===== config.mk =====
export PLATFORM = sky130hd
export DESIGN_NAME = uart_fifo_regs
export DESIGN_NICKNAME = d
export VERILOG_FILES = /design/src/rtl/uart_fifo_regs_pkg.sv /design/src/rtl/uart_sync_fifo.sv /design/src/rtl/uart_fifo_regs.sv
export SDC_FILE = /design/constraint.sdc
export NUM_CORES = 1
export LEC_CHECK = 0
export CORE_MARGIN = 5
export CORE_UTILIZATION = 63
export CTS_BUF_LIST = sky130_fd_sc_hd__clkbuf_16
export CTS_CLUSTER_DIAMETER = 100
export DETAILED_ROUTE_END_ITERATION = 10
export DONT_BUFFER_PORTS = 1
export PLACE_DENSITY = 0.83
export SYNTH_ARGS = -nofsm -noshare
export SYNTH_HDL_FRONTEND = slang
export SYNTH_HIERARCHICAL = 1
export SYNTH_SLANG_ARGS = --single-unit

===== constraint.sdc =====
create_clock -name clk -period 4.45 [get_ports clk]
set_input_delay 1.335 -clock clk [delete_from_list [all_inputs] [get_ports clk]]
set_output_delay 1.335 -clock clk [all_outputs]
set_load 0.005 [all_outputs]

===== src/rtl/uart_fifo_regs_pkg.sv =====
// Register map, field positions and trigger levels shared by the UART
// register stage and its testbench-facing decode.
package uart_fifo_regs_pkg;

   localparam logic [2:0] UART_REG_TR = 3'd0;
   localparam logic [2:0] UART_REG_RB = 3'd0;
   localparam logic [2:0] UART_REG_IE = 3'd1;
   localparam logic [2:0] UART_REG_II = 3'd2;
   localparam logic [2:0] UART_REG_FC = 3'd2;
   localparam logic [2:0] UART_REG_LS = 3'd5;
   localparam logic [2:0] UART_REG_SC = 3'd7;

   localparam int unsigned LSR_DR   = 0;
   localparam int unsigned LSR_OE   = 1;
   localparam int unsigned LSR_THRE = 5;
   localparam int unsigned LSR_TEMT = 6;

   localparam logic [3:0] IIR_HIGH = 4'b1100;
   localparam logic [3:0] IIR_RDA  = 4'b0100;
   localparam logic [3:0] IIR_THRE = 4'b0010;
   localparam logic [3:0] IIR_NONE = 4'b0001;

   localparam int unsigned FCR_RX_CLR  = 1;
   localparam int unsigned FCR_TX_CLR  = 2;
   localparam int unsigned FCR_TRIG_LO = 6;
   localparam int unsigned FCR_TRIG_HI = 7;

   typedef enum logic [1:0] {
      TRIG_1  = 2'b00,
      TRIG_4  = 2'b01,
      TRIG_8  = 2'b10,
      TRIG_14 = 2'b11
   } trig_e;

   function automatic logic [7:0] trig_level(input trig_e t);
      case (t)
         TRIG_1:  return 8'd1;
         TRIG_4:  return 8'd4;
         TRIG_8:  return 8'd8;
         default: return 8'd14;
      endcase
   endfunction

endpackage


===== src/rtl/uart_sync_fifo.sv =====
// Synchronous FIFO with clear; a push into a full FIFO is accepted only when
// a pop frees a slot at the same edge, and a pop of an empty FIFO is ignored.
module uart_sync_fifo #(
   parameter int WIDTH = 8,
   parameter int DEPTH = 16,
   parameter int PTR_W = 4
) (
   input  logic             clk,
   input  logic             rst_ni,
   input  logic             push_i,
   input  logic             pop_i,
   input  logic             clear_i,
   input  logic [WIDTH-1:0] data_i,
   output logic [WIDTH-1:0] data_o,
   output logic [PTR_W:0]   count_o,
   output logic             empty_o,
   output logic             full_o
);

   logic [WIDTH-1:0] r_mem [DEPTH];
   logic [PTR_W-1:0] r_wr_ptr;
   logic [PTR_W-1:0] r_rd_ptr;
   logic [PTR_W:0]   r_count;
   logic             w_push;
   logic             w_pop;

   assign empty_o = (r_count == '0);
   assign full_o  = (r_count == (PTR_W+1)'(DEPTH));
   assign count_o = r_count;
   assign data_o  = empty_o ? '0 : r_mem[r_rd_ptr];

   assign w_pop  = pop_i & ~empty_o;
   assign w_push = push_i & (~full_o | w_pop);

   always_ff @(posedge clk) begin
      if (!rst_ni || clear_i) begin
         r_wr_ptr <= '0;
         r_rd_ptr <= '0;
         r_count  <= '0;
      end else begin
         if (w_push) r_wr_ptr <= r_wr_ptr + 1'b1;
         if (w_pop)  r_rd_ptr <= r_rd_ptr + 1'b1;
         r_count <= r_count + (PTR_W+1)'(w_push) - (PTR_W+1)'(w_pop);
      end
   end

   always_ff @(posedge clk) begin
      if (rst_ni && !clear_i && w_push) r_mem[r_wr_ptr] <= data_i;
   end

endmodule


===== src/rtl/uart_fifo_regs.sv =====
// UART register stage: THR/RBR FIFOs, IER, IIR/FCR, LSR, SCR and a
// registered level interrupt, driven by single-cycle read/write strobes.
module uart_fifo_regs
   import uart_fifo_regs_pkg::*;
#(
   parameter int ADDR_WIDTH = 3,
   parameter int FIFO_DEPTH = 16,
   parameter int PTR_W      = 4
) (
   input  logic                  clk,
   input  logic                  wb_rst_ni,
   input  logic                  we_i,
   input  logic                  re_i,
   input  logic [ADDR_WIDTH-1:0] adr_i,
   input  logic [7:0]            dat8_i,
   output logic [7:0]            dat8_o,
   output logic [7:0]            tf_data_o,
   output logic                  tf_valid_o,
   input  logic                  tf_ready_i,
   input  logic                  tf_busy_i,
   input  logic [7:0]            rf_data_i,
   input  logic                  rf_valid_i,
   output logic                  int_o
);

   logic [1:0]     r_ier;
   logic [7:0]     r_scr;
   logic           r_oe;
   trig_e          r_trig;
   logic           r_int;

   logic           w_tx_push, w_tx_clr, w_tx_empty, w_tx_full;
   logic [PTR_W:0] w_tx_count;
   logic           w_rx_pop, w_rx_clr, w_rx_empty, w_rx_full;
   logic [PTR_W:0] w_rx_count;
   logic [7:0]     w_rx_data;
   logic           w_fcr_wr, w_lsr_rd, w_overrun, w_rx_trig, w_thre;
   logic [7:0]     w_lsr;
   logic [3:0]     w_iir_code;
   logic           w_tx_unused;

   assign w_fcr_wr  = we_i & (adr_i == ADDR_WIDTH'(UART_REG_FC));
   assign w_tx_push = we_i & (adr_i == ADDR_WIDTH'(UART_REG_TR));
   assign w_tx_clr  = w_fcr_wr & dat8_i[FCR_TX_CLR];
   assign w_rx_clr  = w_fcr_wr & dat8_i[FCR_RX_CLR];
   assign w_rx_pop  = re_i & (adr_i == ADDR_WIDTH'(UART_REG_RB));
   assign w_lsr_rd  = re_i & (adr_i == ADDR_WIDTH'(UART_REG_LS));

   uart_sync_fifo #(.WIDTH(8), .DEPTH(FIFO_DEPTH), .PTR_W(PTR_W)) u_tx_fifo (
      .clk(clk), .rst_ni(wb_rst_ni),
      .push_i(w_tx_push), .pop_i(tf_ready_i), .clear_i(w_tx_clr),
      .data_i(dat8_i), .data_o(tf_data_o),
      .count_o(w_tx_count), .empty_o(w_tx_empty), .full_o(w_tx_full)
   );

   uart_sync_fifo #(.WIDTH(8), .DEPTH(FIFO_DEPTH), .PTR_W(PTR_W)) u_rx_fifo (
      .clk(clk), .rst_ni(wb_rst_ni),
      .push_i(rf_valid_i), .pop_i(w_rx_pop), .clear_i(w_rx_clr),
      .data_i(rf_data_i), .data_o(w_rx_data),
      .count_o(w_rx_count), .empty_o(w_rx_empty), .full_o(w_rx_full)
   );

   assign w_tx_unused = &{1'b0, w_tx_count, w_tx_full};
   assign tf_valid_o  = ~w_tx_empty;
   assign w_thre      = w_tx_empty;
   assign w_rx_trig   = (w_rx_count >= (PTR_W+1)'(trig_level(r_trig)));
   // A full RX FIFO accepts a push only if a read frees a slot at the same edge.
   assign w_overrun   = rf_valid_i & w_rx_full & ~w_rx_pop & ~w_rx_clr;
   assign int_o       = r_int;

   always_comb begin
      w_lsr           = '0;
      w_lsr[LSR_DR]   = ~w_rx_empty;
      w_lsr[LSR_OE]   = r_oe;
      w_lsr[LSR_THRE] = w_thre;
      w_lsr[LSR_TEMT] = w_thre & ~tf_busy_i;
      w_iir_code      = IIR_NONE;
      if (r_ier[0] && w_rx_trig)   w_iir_code = IIR_RDA;
      else if (r_ier[1] && w_thre) w_iir_code = IIR_THRE;
   end

   always_comb begin
      dat8_o = '0;
      case (adr_i)
         ADDR_WIDTH'(UART_REG_RB): dat8_o = w_rx_data;
         ADDR_WIDTH'(UART_REG_IE): dat8_o = {6'b0, r_ier};
         ADDR_WIDTH'(UART_REG_II): dat8_o = {IIR_HIGH, w_iir_code};
         ADDR_WIDTH'(UART_REG_LS): dat8_o = w_lsr;
         ADDR_WIDTH'(UART_REG_SC): dat8_o = r_scr;
         default:                  dat8_o = '0;
      endcase
   end

   always_ff @(posedge clk) begin
      if (!wb_rst_ni) begin
         r_ier  <= '0;
         r_scr  <= '0;
         r_oe   <= 1'b0;
         r_trig <= TRIG_1;
         r_int  <= 1'b0;
      end else begin
         if (we_i && adr_i == ADDR_WIDTH'(UART_REG_IE)) r_ier <= dat8_i[1:0];
         if (we_i && adr_i == ADDR_WIDTH'(UART_REG_SC)) r_scr <= dat8_i;
         if (w_fcr_wr) r_trig <= trig_e'(dat8_i[FCR_TRIG_HI:FCR_TRIG_LO]);
         // A fresh overrun at the LSR-read edge stays visible for the next read.
         r_oe  <= (r_oe & ~w_lsr_rd) | w_overrun;
         r_int <= (r_ier[0] & w_rx_trig) | (r_ier[1] & w_thre);
      end
   end

endmodule

==> metrics.txt, run 1 <==
CP max-delay cell mux4_1; RSZ-0062 raised after global routing false; Floorplan Core Area 0.0197 sq mm; WL final 24.9 mm; Routability Congestion 0.914; initial antenna violation count 0; fraction of the cycle the final worst path needs 0.945; overall die area 0.0230 sq mm; required time at the worst-slack endpoint 3120 ps; Row Count 51; CTS root buffer clkbuf_16; Arrival @ worst endpoint 2870 ps; maximum level of the CTS H-tree 1; achievable clock frequency 238 MHz; maximum number of pins on one net before global-route repair 25; number of buffers on the longest clock path 3; area of the multi-input gates 0.00369 sq mm; family with the most delay on the worst path multiplexers; Layout Cell Area excl Fill 0.0137 sq mm; WS Path Type flip-flop to primary output; Synthesis Warnings 6; overall track demand over capacity in global routing 0.213; clock network latency to the later pin of the worst-skew pair 530 ps; power density over the cells 476 mW/mm^2; DRT iter0 DRCs 600; routed vias/inst 6.29; number of fill cells 1226; Vias 6539; startpoint class of the critical path flip-flop; cell area after placement 0.0129 sq mm; actual slew at the worst max-slew pin 899 ps; clock transition time at the flip-flop clock pins of the worst setup and hold paths 70 ps; fraction of final layout cells sized beyond drive strength 1 0.156; DP HPWL 16.1 mm; worst slew slack as a fraction of its limit 0.398; buffers added on ports 0; fin crit period 4210 ps; commonest non-fill, non-tap cells in the layout edfxtp_1, nor2_1, dfxtp_1; Area Overhead vs Synth 8.44%; die height 152 microns; mean instance size in the synthesized netlist 17.0 sq um; final number of setup-violating endpoints 0; flop2flop setup slack 1100 ps; leak pwr 4.49 nW; Max Fanout on Critical Path 15; number of cells produced by synthesis 746; number of maximum-capacitance constraint violations 0; vias in the first global route 6722; number of routed nets with antenna violations 0; quantity of hold-fixing buffers added after cts 0; Pre-Repair DR Iteration Count 5; leading cell type in the layout, fill and taps excluded edfxtp_1; number of buffers inserted during clock tree synthesis 28; post-CTS setup-driven buffer insertion count 0; Final Skew 12.4 ps; sum of negative setup slack 0 ps; residual overflow from global routing 0; total power 6.54 mW; hold violation total from the final report 0; Worst path max stage delay 590 ps; Synthesized Nets 800; Initial Utilization 0.645; Peak supply drop 0.415 mV; total buffers and inverters traversed by the critical path 1; Hold Path Class flip-flop to flip-flop; cts repair resizes 1; Worst Setup End Kind primary output; clock tree from TritonCTS built; die width 152 microns; global-route wire length before repair 38.7 mm; DRC violations left 0; status completed; total clock sinks 304; WL/cell 23.9 microns; Critical Path, Cell by Cell buf_4, mux4_1, mux2_2, o21ai_1, a21oi_1, nand2_1, o31ai_1, a22o_1; Final Net Count 807; summed instance area of the synthesized netlist 0.0127 sq mm; FF/Latch Area 0.00865 sq mm; number of diodes 0; number of top-level pins 44; fin. max-slew vios 0
## layer usage
layer	GRT usage	share of wire
met3	0.0381	0.066
met5	0	0
met1	0.270	0.38
met2	0.379	0.53
met4	0.0616	0.029
## per-stage QoR
stage	util	cells	hold WS [ps]	worst slack, ps
6_report	0.699	1040	477	244
5_1_grt	0.699	1040	497	125
4_1_cts	0.699	1040	479	193
3_5_place_dp	0.654	988	465	224
3_3_place_gp	0.654	988	460	327
2_1_floorplan	-	746	435	323
## where the power goes
| group | internal, mW | switching [mW] |
|---|---|---|
| Combinational | 0.477 | 0.556 |
| Sequential | 3.16 | 0.0688 |
| Clock | 1.29 | 0.979 |
| Total | 4.93 | 1.60 |
## tightest hold or removal path: cells and delay by family (launching register included)
family / cells / cell delay (ps)
and+or+nand+nor: 1 / 50
AOI/OAI and AO/OA: 1 / 70
DFF: 1 / 320
## cell type report
type | count | area share
inverter | 25 | 0.00683
tap | 265 | 0.0241
timing repair buffer | 12 | 0.00656
clock inverter | 23 | 0.0112
sequential | 304 | 0.630
clock buffer | 29 | 0.0528
multi-input combinational | 382 | 0.269
## sequential cells by signal (all words and copies together) (netlist names), 4 cells and up, named ones only
signal and cells:
r_scr 8, u_tx_fifo/r_wr_ptr 4, u_tx_fifo/r_mem 128, u_tx_fifo/count_o 5
u_tx_fifo/r_rd_ptr 4, u_rx_fifo/count_o 5, u_rx_fifo/r_wr_ptr 4, u_rx_fifo/r_rd_ptr 4
u_rx_fifo/r_mem 128
## path summary, 6_finish.rpt
path,start,endpoint,cells after the start
max,flip-flop,dat8_o[2],8
min,r_scr[7]$_SDFFE_PN0P_,r_scr[7]$_SDFFE_PN0P_,2
max reg2reg,u_tx_fifo/count_o[2]$_SDFF_PP0_,u_tx_fifo/count_o[4]$_SDFF_PP0_,12
min reg2reg,r_scr[7]$_SDFFE_PN0P_,r_scr[7]$_SDFFE_PN0P_,2
(Power assumes the default switching activity.)
==> run 2: changes to the inputs <==
--- a/config.mk
+++ b/config.mk
@@ -12,5 +12,5 @@
 export DETAILED_ROUTE_END_ITERATION = 10
 export DONT_BUFFER_PORTS = 1
-export PLACE_DENSITY = 0.83
+export PLACE_DENSITY = 0.86
 export SYNTH_ARGS = -nofsm -noshare
 export SYNTH_HDL_FRONTEND = slang
==> constraint.sdc (replaced) <==
create_clock -name clk -period 4.45 [get_ports clk]
set_input_delay 0.2225 -clock clk [delete_from_list [all_inputs] [get_ports clk]]
set_output_delay 0.2225 -clock clk [all_outputs]
set_load 0.005 [all_outputs]
==> metrics.txt, run 2 (same netlist as run 1, synthesis figures left out) <==
WL final 26.8 mm (+7.8%); maximum level of the CTS H-tree 1 (unchanged); final instance count without filler cells 1062 (+2.1%); Largest regs u_rx_fifo/r_mem x128, u_tx_fifo/r_mem x128, r_scr x8; CTS root buffer clkbuf_16; die width 152 microns (unchanged); total clock sinks 304 (unchanged); end point of the critical path dat8_o[1]; startpoint class of the critical path flip-flop; hold violation total from the final report 0 (unchanged); fin. max-slew vios 0 (unchanged); buffers added on ports 0 (unchanged); residual overflow from global routing 0 (unchanged); fraction of final layout cells sized beyond drive strength 1 0.141 (-0.0154); clock tree from TritonCTS built; Final Net Count 827 (+2.5%); Routability Congestion 0.912 (-0.23%); Cell Int Power 5.07 mW (+2.7%); DP HPWL 16.4 mm (+1.6%); Worst Setup End Kind primary output; Floorplan Core Area 0.0197 sq mm (unchanged); clock network latency to the later pin of the worst-skew pair 530 ps (about the same); number of maximum-capacitance constraint violations 0 (unchanged); overall die area 0.0230 sq mm (unchanged); Final Skew 6.98 ps (-5.44 ps); leak pwr 4.60 nW (+2.3%); number of routed nets with antenna violations 0 (unchanged); flop2flop setup slack 1060 ps (-40 ps); fin crit period 3610 ps (-594 ps); leading cell type in the layout, fill and taps excluded edfxtp_1; Pre-Repair DR Iteration Count 6 (+1); GRT met2 Usage 0.415 (+0.0362); Peak supply drop 0.603 mV (+45%); Initial Utilization 0.645 (unchanged); number of buffers inserted during clock tree synthesis 29 (+3.6%); Reg-to-Reg Start u_tx_fifo/count_o[2]$_SDFF_PP0_; post-CTS setup-driven buffer insertion count 0 (unchanged); commonest non-fill, non-tap cells in the layout edfxtp_1, nor2_1, dfxtp_1; part of the total power dissipated in combinational logic 0.158 (about the same); Arrival @ worst endpoint 3390 ps (+520 ps); required time at the worst-slack endpoint 4230 ps (+1110 ps); DRT iter0 DRCs 651 (+8.5%); number of buffers on the longest clock path 3 (unchanged); power density over the cells 482 mW/mm^2 (+1.3%); final number of setup-violating endpoints 0 (unchanged); met3 capacity usage during global routing 0.0417 (+0.00369); achievable clock frequency 277 MHz (+16%); clock transition time at the flip-flop clock pins of the worst setup and hold paths 60 ps (about the same); WS Path Type flip-flop to primary output; worst-case reg-to-reg path depth 12 (unchanged); Vias 6786 (+3.8%); met1 global-route usage 0.285 (+0.0154); Seq pwr share 0.485 (-0.009); Max Fanout on Critical Path 16 (+1); worst slew slack as a fraction of its limit 0.204 (-0.194); maximum number of pins on one net before global-route repair 25 (unchanged); Area Overhead vs Synth 10.5%; global-route wire length before repair 41.4 mm (+6.9%); fraction of the cycle the final worst path needs 0.812 (-0.133); most heavily used metal layer in global routing met2; RSZ-0062 raised after global routing false; clock share of power 0.357 (+0.009); actual slew at the worst max-slew pin 1190 ps (+293 ps); Hold Path Class primary input to flip-flop; sum of negative setup slack 0 ps (unchanged); vias in the first global route 7090 (+5.5%); WL/cell 25.3 microns (+5.6%); total power 6.75 mW (+3.2%); DRC violations left 0 (unchanged); count of cells along the worst hold path 2 (unchanged); worst setup slack after placement 1090 ps (+862 ps); die height 152 microns (unchanged); final design utilization 0.712 (+0.0133); Switch Pwr 1.68 mW (+4.9%); initial antenna violation count 1 (+1); routed vias/inst 6.39 (+1.6%); number of top-level pins 44 (unchanged); setup slack after layout 838 ps (+594 ps); status completed; overall track demand over capacity in global routing 0.229 (+0.0167); reg2reg end u_tx_fifo/count_o[4]$_SDFF_PP0_; Row Count 51 (unchanged); number of placed cells counting well taps 983 (-0.51%); share of total power consumed by net switching 0.249 (+0.00395)
run 2: cell types whose count changed in the layout (fill, tap and decap cells not counted):
cell           previous run  this run
inv_4                     1         0
inv_1                    30        35
dlygate4sd3_1             0        24
dfxtp_1                  47        48
diode_2                   0         1
dfxtp_2                   1         0
buf_4                    12         7
bufinv_16                 2         4
inv_2                     4         0
run 2: how the worst min path moves through the flow:
stage,startpoint,endpoint,slack (ps)
2_1_floorplan,rf_data_i[0],u_rx_fifo/r_mem[0][0]$_DFFE_PP_,320
3_3_place_gp,rf_data_i[4],u_rx_fifo/r_mem[6][4]$_DFFE_PP_,320
3_5_place_dp,rf_data_i[2],u_rx_fifo/r_mem[7][2]$_DFFE_PP_,320
4_1_cts,dat8_i[1],r_oe$_SDFF_PN0_,7
5_1_grt,dat8_i[1],r_oe$_SDFF_PN0_,20
6_report,dat8_i[1],r_oe$_SDFF_PN0_,20
run 2: through the flow:
stage / cell area, sq um / hold slack [ps]
floorplan: 12700 / 321
global placement: 12800 / 323
detailed placement: 12800 / 323
CTS: 14000 / 6.97
global route: 14000 / 20.0
finish: 14000 / 19.3
run 2: power by group through the flow:
stage	sequential [mW]	clock (mW)	combinational, mW
after floorplan	3.26	0	0.851
after global placement	3.33	0	0.923
after detailed placement	3.34	0	0.992
after CTS	3.28	2.45	1.06
after global routing	3.29	2.58	1.17
final	3.27	2.41	1.07
run 2: metal layers:
metal | share of wire | up-vias
li1 | - | 2940
met1 | 0.38 | 3489
met2 | 0.53 | 300
met3 | 0.060 | 55
met4 | 0.029 | 2
met5 | 0.00048 | -
run 2: final cells by class:
| class | count | area, sq um |
|---|---|---|
| sequential | 304 | 8650 |
| fill | 1202 | 5650 |
| multi-input combinational | 382 | 3690 |
| clock buffer | 29 | 726 |
| tap | 265 | 332 |
| timing repair buffer | 31 | 293 |
| clock inverter | 25 | 211 |
| inverter | 25 | 93.8 |
| antenna | 1 | 2.50 |
run 2: worst max-delay path: stages (launching register included):
cell     delay (ps)
dfxtp_1         640
buf_4           360
mux4_1          640
mux2_2          290
o21ai_0         300
a21oi_1          80
mux2_2          290
a21oi_1         150
o21ai_1         110
run 2: repair_timing:
action | in CTS | in global routing
gates resized for setup | 0 | 0
hold buffers | 24 | 0
endpoints found under the hold margin | 272 | 0
==> run 3: changes to the inputs <==
Clock period 4.45 ns to 3.7 ns, I/O delays scaled along.
==> metrics.txt, run 3 (same netlist as run 1, synthesis figures left out) <==
status completed; Routability Congestion 0.893 (-2.1%); number of routed nets with antenna violations 0 (unchanged); DP HPWL 16.3 mm (-0.40%); Initial Utilization 0.645 (unchanged); achievable clock frequency 300 MHz; die width 152 microns (unchanged); overall track demand over capacity in global routing 0.227 (-0.00199); Pre-Repair DR Iteration Count 5 (-1); sum of negative setup slack 0 ps (unchanged); worst setup slack after placement 366 ps (-720 ps); CP max-delay cell or4b_1; maximum level of the CTS H-tree 1 (unchanged); Hold Path Class primary input to flip-flop; share of total power consumed by net switching 0.254 (+0.00489); fin. max-slew vios 0 (unchanged); part of the total power dissipated in combinational logic 0.166 (+0.008); fraction of the cycle the final worst path needs 0.900; number of fill cells 1159 (-3.6%); FF/Latch Area 0.00865 sq mm (unchanged); flop2flop setup slack 370 ps (-690 ps); hold violation total from the final report 0 (unchanged); Switch Pwr 2.03 mW (+21%); origin of the worst setup path u_tx_fifo/count_o[2]$_SDFF_PP0_; number of placed cells counting well taps 984 (+0.10%); global-route wire length before repair 40.8 mm (-1.3%); required time at the worst-slack endpoint 4160 ps (-70 ps); Max Fanout on Critical Path 12 (-4); final number of setup-violating endpoints 0 (unchanged); RSZ-0062 raised after global routing false; final instance count without filler cells 1063 (+0.094%); clock transition time at the flip-flop clock pins of the worst setup and hold paths 60 ps (about the same); Area Overhead vs Synth 10.3%; overall die area 0.0230 sq mm (unchanged); buffers added on ports 0 (unchanged); clock network latency to the later pin of the worst-skew pair 540 ps (about the same); fraction of final layout cells sized beyond drive strength 1 0.146 (+0.00503); power density over the cells 572 mW/mm^2 (+19%); post-CTS setup-driven buffer insertion count 0 (unchanged); Final Net Count 830 (+0.36%); Critical Path, Cell by Cell inv_1, ha_1, or4b_1, and2_1, ha_1, inv_1, ha_1, fa_1, a21oi_1, nor2_1, or3_1, a21oi_1; Reg-to-Reg Start u_tx_fifo/count_o[2]$_SDFF_PP0_; startpoint class of the critical path flip-flop; die height 152 microns (unchanged); commonest non-fill, non-tap cells in the layout edfxtp_1, nor2_1, dfxtp_1; residual overflow from global routing 0 (unchanged); number of buffers inserted during clock tree synthesis 29 (unchanged); vias in the first global route 7124 (+0.48%); Cell Int Power 5.96 mW (+18%); setup slack after layout 371 ps (-467 ps); Peak supply drop 0.523 mV (-13%); routed vias/inst 6.30 (-1.4%); DRT iter0 DRCs 542 (-17%); Row Count 51 (unchanged); Most Frequent Cell on Critical Path ha_1; reg2reg end u_tx_fifo/count_o[4]$_SDFF_PP0_; worst-case reg-to-reg path depth 12 (unchanged); WS Path Type flip-flop to flip-flop; start point of the worst min-delay path wb_rst_ni; hold slack final 20.3 ps (+0.928 ps); leading cell type in the layout, fill and taps excluded edfxtp_1; maximum number of pins on one net before global-route repair 25 (unchanged); number of top-level pins 44 (unchanged); total power 7.99 mW (+18%); Worst Setup End Kind flip-flop; WL/cell 24.8 microns (-1.9%); Final Skew 14.0 ps (+7.07 ps); number of maximum-capacitance constraint violations 0 (unchanged); WL final 26.4 mm (-1.8%); CTS root buffer clkbuf_16; Vias 6695 (-1.3%); clock tree from TritonCTS built; fin crit period 3330 ps; DRC violations left 0 (unchanged); initial antenna violation count 2 (+1); Arrival @ worst endpoint 3790 ps (+400 ps); Largest regs u_rx_fifo/r_mem x128, u_tx_fifo/r_mem x128, r_scr x8; leak pwr 4.56 nW (-0.74%); worst slew slack as a fraction of its limit 0.339 (+0.135); end point of the critical path u_tx_fifo/count_o[4]$_SDFF_PP0_; total clock sinks 304 (unchanged); number of buffers on the longest clock path 3 (unchanged); Floorplan Core Area 0.0197 sq mm (unchanged); clock share of power 0.346 (-0.011); area of the multi-input gates 0.00369 sq mm (unchanged); cts repair resizes 0 (unchanged); Worst path max stage delay 670 ps (+30 ps); actual slew at the worst max-slew pin 991 ps (-202 ps); Seq pwr share 0.488 (+0.003)
run 3: cell types whose count changed in the layout (fill, tap and decap cells not counted), moves of 2 or more:
| cell | previous run | this run |
|---|---|---|
| dlygate4sd3_1 | 24 | 26 |
| inv_1 | 35 | 28 |
| clkinv_2 | 6 | 9 |
| bufinv_16 | 4 | 2 |
run 3: power groups by stage:
stage	combinational (mW)	sequential [mW]	clock (mW)
2_1_floorplan	1.02	3.92	0
3_3_place_gp	1.16	3.95	0
3_5_place_dp	1.24	3.97	0
4_1_cts	1.33	3.90	2.79
5_1_grt	1.46	3.91	2.97
6_report	1.33	3.90	2.76
run 3: cell type report:
cell class                      instances  area share
Clock buffer                           29      0.0519
Timing Repair Buffer                   34      0.0229
Clock inverter                         22      0.0115
Sequential cell                       304       0.619
Inverter                               25     0.00671
Antenna cell                            2    0.000358
Tap cell                              265      0.0237
Multi-Input combinational cell        382       0.264
run 3: per-layer routing:
layer | wire length (microns) | GRT usage | part of all wire | vias to the layer above
met3 | 1670 | 0.0415 | 0.063 | 56
met4 | 944 | 0.0779 | 0.036 | 2
met5 | 7 | 0 | 0.00027 | -
met1 | 9630 | 0.272 | 0.37 | 3377
li1 | - | - | - | 2946
met2 | 14100 | 0.415 | 0.54 | 314
run 3: critical path, delay by kind of cell, from the launching register on:
| family | cells | cell delay (ps) |
|---|---|---|
| AOI/OAI and AO/OA | 2 | 310 |
| and+or+nand+nor | 4 | 1400 |
| buffers and inverters | 2 | 120 |
| adders and majority gates | 4 | 1090 |
| DFF | 1 | 320 |
run 3: what timing repair did:
action,in CTS,in global routing
hold endpoints to repair,274,0
hold buffers,26,0
setup endpoints to repair,0,0
run 3: through the flow:
step / instance area (sq um) / utilization
final: 14000 / 0.711
after global routing: 14000 / 0.711
after CTS: 14000 / 0.711
after detailed placement: 12800 / 0.653
after global placement: 12800 / 0.653
after floorplan: 12700 / -
run 3: worst min path at each step:
stage	slack (ps)	endpoint	cells past startpoint
finish	20	u_rx_fifo/count_o[0]$_SDFF_PP0_	2
global route	10	u_tx_fifo/count_o[0]$_SDFF_PP0_	2
CTS	2	u_rx_fifo/count_o[0]$_SDFF_PP0_	2
detailed placement	280	u_rx_fifo/r_mem[7][2]$_DFFE_PP_	0
global placement	280	u_rx_fifo/r_mem[0][3]$_DFFE_PP_	0
floorplan	280	u_rx_fifo/r_mem[0][0]$_DFFE_PP_	0
